==> src/rtl/dmem_arbiter.sv <==
// Data-memory arbiter: the CPU owns the single-port memory except for one
// HOST_ACC cycle per host access, with a bounded wait before the host is forced a grant.
module dmem_arbiter #(
    parameter int DATA_W   = 32,
    parameter int ADDR_W   = 8,
    parameter int MAX_WAIT = 4
) (
    input  logic              clk,
    input  logic              asyn_n_rst,
    input  logic              cpu_req,
    input  logic              cpu_we,
    input  logic [ADDR_W-1:0] cpu_addr,
    input  logic [DATA_W-1:0] cpu_wdata,
    output logic [DATA_W-1:0] cpu_rdata,
    output logic              cpu_stall,
    input  logic              host_req,
    input  logic              host_we,
    input  logic [ADDR_W-1:0] host_addr,
    input  logic [DATA_W-1:0] host_wdata,
    output logic [DATA_W-1:0] host_rdata,
    output logic              host_ack,
    output logic              mem_we,
    output logic [ADDR_W-1:0] mem_addr,
    output logic [DATA_W-1:0] mem_wdata,
    input  logic [DATA_W-1:0] mem_rdata
);

    localparam logic [3:0] MAX_W = 4'(MAX_WAIT);

    typedef enum logic [1:0] {
        IDLE     = 2'd0,
        HOST_ACC = 2'd1,
        HOST_ACK = 2'd2
    } state_t;

    state_t            state_q, state_d;
    logic [3:0]        wait_cnt_q, wait_cnt_d;
    logic [DATA_W-1:0] host_rdata_q, host_rdata_d;

    always_ff @(posedge clk or negedge asyn_n_rst) begin
        if (!asyn_n_rst) begin
            state_q      <= IDLE;
            wait_cnt_q   <= '0;
            host_rdata_q <= '0;
        end else begin
            state_q      <= state_d;
            wait_cnt_q   <= wait_cnt_d;
            host_rdata_q <= host_rdata_d;
        end
    end

    always_comb begin
        state_d      = state_q;
        wait_cnt_d   = wait_cnt_q;
        host_rdata_d = host_rdata_q;
        host_ack     = 1'b0;
        cpu_stall    = 1'b0;
        mem_we       = cpu_req & cpu_we;
        mem_addr     = cpu_addr;
        mem_wdata    = cpu_wdata;

        case (state_q)
            IDLE: begin
                if (!host_req) begin
                    wait_cnt_d = '0;
                end else if (!cpu_req || wait_cnt_q >= MAX_W) begin
                    state_d    = HOST_ACC;
                    wait_cnt_d = '0;
                end else begin
                    wait_cnt_d = wait_cnt_q + 4'd1;
                end
            end
            HOST_ACC: begin
                // host_req is gated in so a request dropped early can never write
                mem_we     = host_req & host_we;
                mem_addr   = host_addr;
                mem_wdata  = host_wdata;
                cpu_stall  = cpu_req;
                wait_cnt_d = '0;
                if (!host_we) host_rdata_d = mem_rdata;
                state_d    = HOST_ACK;
            end
            HOST_ACK: begin
                host_ack   = 1'b1;
                wait_cnt_d = '0;
                state_d    = IDLE;
            end
            default: begin
                wait_cnt_d = '0;
                state_d    = IDLE;
            end
        endcase
    end

    assign cpu_rdata  = mem_rdata;
    assign host_rdata = host_rdata_q;

endmodule

==> config.mk <==
export PLATFORM = sky130hd
export DESIGN_NAME = dmem_arbiter
export DESIGN_NICKNAME = d
export VERILOG_FILES = /design/src/rtl/dmem_arbiter.sv
export SDC_FILE = /design/constraint.sdc
export NUM_CORES = 1
export LEC_CHECK = 0
export ABC_AREA = 1
export CAP_MARGIN = 20
export CORE_MARGIN = 5
export CORE_UTILIZATION = 29
export CTS_CLUSTER_SIZE = 40
export DETAILED_ROUTE_END_ITERATION = 8
export PLACE_DENSITY = 0.84
export SYNTH_ARGS = -nofsm -noshare
export SYNTH_HDL_FRONTEND = slang
export SYNTH_SLANG_ARGS = --single-unit
==> constraint.sdc <==
create_clock -name clk -period 1 [get_ports clk]
set_input_delay 0.15 -clock clk [delete_from_list [all_inputs] [get_ports clk]]
set_output_delay 0.15 -clock clk [all_outputs]
set_load 0.02 [all_outputs]
==> qor.tcl <==
set qor(synth.cells.most_frequent) {sky130_fd_sc_hd__nand2_1 (156), sky130_fd_sc_hd__dfrtp_1 (38), sky130_fd_sc_hd__buf_4 (32), sky130_fd_sc_hd__nand2_2 (32), sky130_fd_sc_hd__nand3_2 (29)}
set qor(final-setup-viol-count) 78
set qor(grt_antenna_before_repair) 0
set qor(remaining_antenna_violation_count_after_routing) 0
set qor(leakagePower_nw) 2.839
set qor(post-synth-top-area-cell) {sky130_fd_sc_hd__dfrtp_1}
set qor(timing.rr.end) {host_rdata[24]$_DFFE_PN0P_}
set qor(tritoncts_num_sinks) 38
set qor(postSynth.asyncResetShare_pct) 100.0
set qor(htree_levels) 2
set qor(timing.reg2reg.setup_slack_ns) -0.46
set qor(synth-seq-cells) 38
set qor(rsz0062_at_grt) {yes}
set qor(finalWeightedCongestion) 0.7646
set qor(top_area_cell_type_share_of_the_netlist_area_pct) 37.07
set qor(seq_area_frac_synth_pct) 37.07
set qor(final.min_clock_period_ns) 1.571
set qor(clk_pin_slew_worst_paths_ns) 0.08
set qor(routed_wl_mm) 10.81
set qor(globalRouteMet3Util_pct) 6.704
set qor(start_util_pct) 29.56
set qor(avgSynthCellArea_um2) 7.844
set qor(end_kind) {primary output}
set qor(grt_first_pass_wirelength_mm) 16.82
set qor(avgRoutedWirePerCell_um) 15.67
set qor(die_area_um2) 10830
set qor(met1_track_utilization_from_global_routing_pct) 19.59
set qor(fp.coreArea_um2) 8678
set qor(area.growth.synth_to_final_pct) 123.1
set qor(dr.pass1.iters) 4
set qor(clk-insertion-delay-late_ns) 0.29
set qor(clockBufferDepth) 2
set qor(placement.setup.worst_slack_ns) -0.7261
set qor(drt_first_iter_violations) 113
set qor(die-width_um) 104.0
set qor(synth_nets) 446
set qor(first_global_vias) 3234
set qor(hpwl_mm) 7.785
set qor(setup_total_negative_slack_ns) -37.06
set qor(final_max_slew_viol_count) 0
set qor(grtUsageMet2_pct) 35.34
set qor(summed_instance_area_of_the_synthesized_netlist_um2) 2565
set qor(dr_total_vias) 3084
set qor(gr-total-overflow) 0
set qor(post_synth_main_area_contributors) {sky130_fd_sc_hd__dfrtp_1 (37%), sky130_fd_sc_hd__nand2_1 (23%), sky130_fd_sc_hd__nand3_2 (11%)}
set qor(count_of_mapped_cells_out_of_synthesis) 327
set qor(critical_path.startpoint) {state_q[1]$_DFFE_PN0P_}
set qor(number_of_nets_at_the_end_of_the_flow) 700
set qor(maximum_clock_rate_mhz) 636.4
set qor(synthMostInstantiatedCell) {sky130_fd_sc_hd__nand2_1}
set qor(layout_setup_ws_ns) -0.5712
set qor(worstSetupPathType) {register to primary output}
set qor(placement_rows) 34
set qor(port_buffers) 224
set qor(cts_made_buffers) 5
set qor(ir_drop_mv) 0.9640
set qor(synth_cell_types) 19
set qor(grt_usage_pct) 18.90
set qor(status) {finished with violations}
set qor(die_y_um) 104.0
set qor(grt_start_max_net_pins) 39
set qor(global_route.peak_usage_layer) {met2}
set qor(timing.hold.worst.class) {primary input to async pin}
set qor(report.power.total_w) 0.008154
set qor(arrival_ns) 1.42
set qor(critical_path_peak_fanout) 11
set qor(route.detailed.drc) 0
set qor(layout_worst_path_cycle_share_pct) 157.1
set qor(max_cap_violations) 0
set qor(num_antenna_cells) 0
set qor(power_per_cell_area_nw_per_um2) 1425
set qor(drt-vias-per-instance) 4.470
set qor(synth_top_flop_cell) {sky130_fd_sc_hd__dfrtp_1}
set qor(setup.worst_path.end) {mem_wdata[7]}
set qor(post_route_cells_drive_above_1_share_pct) 54.81
set qor(start_kind) {register}
set qor(crit_required_ns) 0.85
set qor(finalHoldViolations) 0
set qor(cts_tree) {yes}
set qor(cts-root-buf) {sky130_fd_sc_hd__clkbuf_8}
set qor(finClkSkew_ns) 0.009679
set qor(hold_ws_ns) 0.3455
set qor(violations) {setup timing}
set qor(yosysWarnings) 0
set qor(worst-r2r-cell-count) 9
set qor(critical_path.reg2reg.startpoint) {state_q[1]$_DFFE_PN0P_}
set qor(boundaryPins) 225
set qor(synth_enable_flop_cells) 0
-- worst max-delay path, cell delays in order (launching register included) --
cell and delay, ns:
sky130_fd_sc_hd__dfrtp_1 0.39, sky130_fd_sc_hd__inv_2 0.07, sky130_fd_sc_hd__nand2_4 0.14, sky130_fd_sc_hd__clkinv_8 0.10, sky130_fd_sc_hd__buf_12 0.16, sky130_fd_sc_hd__nand2_2 0.09
sky130_fd_sc_hd__nand2_4 0.06, sky130_fd_sc_hd__buf_6 0.13
-- how the worst min path moves through the flow --
stage	start	to	slack (ns)	cells past startpoint
5_1_grt	asyn_n_rst	host_rdata[11]$_DFFE_PN0P_	0.36	3
6_report	asyn_n_rst	host_rdata[11]$_DFFE_PN0P_	0.35	3
3_5_place_dp	asyn_n_rst	host_rdata[11]$_DFFE_PN0P_	0.14	2
3_3_place_gp	asyn_n_rst	host_rdata[31]$_DFFE_PN0P_	0.13	2
4_1_cts	asyn_n_rst	host_rdata[11]$_DFFE_PN0P_	0.35	3
2_1_floorplan	asyn_n_rst	host_rdata[0]$_DFFE_PN0P_	-0.15	0
-- cells by family (layout without fill, tap and decap cells) --
| family | count (synthesis) | in the layout | share of synthesized area, % |
|---|---|---|---|
| compound gates | 2 | 2 | 0.3899 |
| fa+ha+maj | 1 | 1 | 0.4877 |
| buf+inv | 56 | 311 | 17.90 |
| flops | 38 | 38 | 37.07 |
| other cells | 1 | 1 | 0.1462 |
| simple gates | 229 | 229 | 44.00 |
-- cell usage in the layout, fill, tap and decap left out, types with 3 or more instances in the layout --
| master | Yosys | final |
|---|---|---|
| sky130_fd_sc_hd__clkbuf_8 | 0 | 6 |
| sky130_fd_sc_hd__nand2_2 | 32 | 50 |
| sky130_fd_sc_hd__nand3_2 | 29 | 30 |
| sky130_fd_sc_hd__buf_16 | 0 | 4 |
| sky130_fd_sc_hd__clkdlybuf4s50_1 | 0 | 116 |
| sky130_fd_sc_hd__buf_2 | 6 | 30 |
| sky130_fd_sc_hd__nand3_1 | 4 | 3 |
| sky130_fd_sc_hd__buf_12 | 7 | 9 |
| sky130_fd_sc_hd__nor2_4 | 0 | 3 |
| sky130_fd_sc_hd__nand2_1 | 156 | 94 |
| sky130_fd_sc_hd__nand2_4 | 0 | 43 |
| sky130_fd_sc_hd__dfrtp_1 | 38 | 38 |
| sky130_fd_sc_hd__inv_1 | 4 | 4 |
| sky130_fd_sc_hd__buf_4 | 32 | 59 |
| sky130_fd_sc_hd__buf_6 | 1 | 78 |
| sky130_fd_sc_hd__nor2_1 | 7 | 4 |
-- sequential cells by signal, summed over array words and instances (netlist names) --
register,flops
host_rdata,32
state_q,2
wait_cnt_q,4
-- power breakdown --
group	internal, W	switching, W	total [W]	leakage [nW]
clock network	0.000555	0.000571	0.00113	0.0472
registers	0.00194	0.000302	0.00224	0.479
logic	0.00251	0.00228	0.00479	2.31
total	0.00500	0.00315	0.00815	2.84
-- cell type report --
type | instances | area [µm²]
clock inverter | 2 | 12.51
fill | 677 | 2955
multi-input combinational | 233 | 1574
sequential | 38 | 950.9
clock buffer | 6 | 82.58
tap | 108 | 135.1
timing repair buffer | 297 | 2933
inverter | 6 | 35.03
-- stage by stage --
stage | std cells | area [µm²] | util (%)
floorplan | 327 | 2875 | -
global placement | 656 | 5236 | 60.34
detailed placement | 656 | 5236 | 60.34
CTS | 678 | 5459 | 62.90
global route | 690 | 5723 | 65.95
finish | 690 | 5723 | 65.95
-- routing by layer --
metal | vias up | share of wire, %
li1 | 1478 | -
met1 | 1424 | 36
met4 | 0 | 3.1
met3 | 27 | 8.5
met2 | 155 | 53
met5 | - | 0
-- timing repair --
item                                    CTS  global route
pin swaps                                 3             3
hold endpoints to repair                 38             0
gates resized for setup                 556            76
endpoints found under the setup margin  142           114
gates cloned                              5             0
hold buffers                              1             0
buffers inserted                          8            14
(Power assumes the default switching activity.)
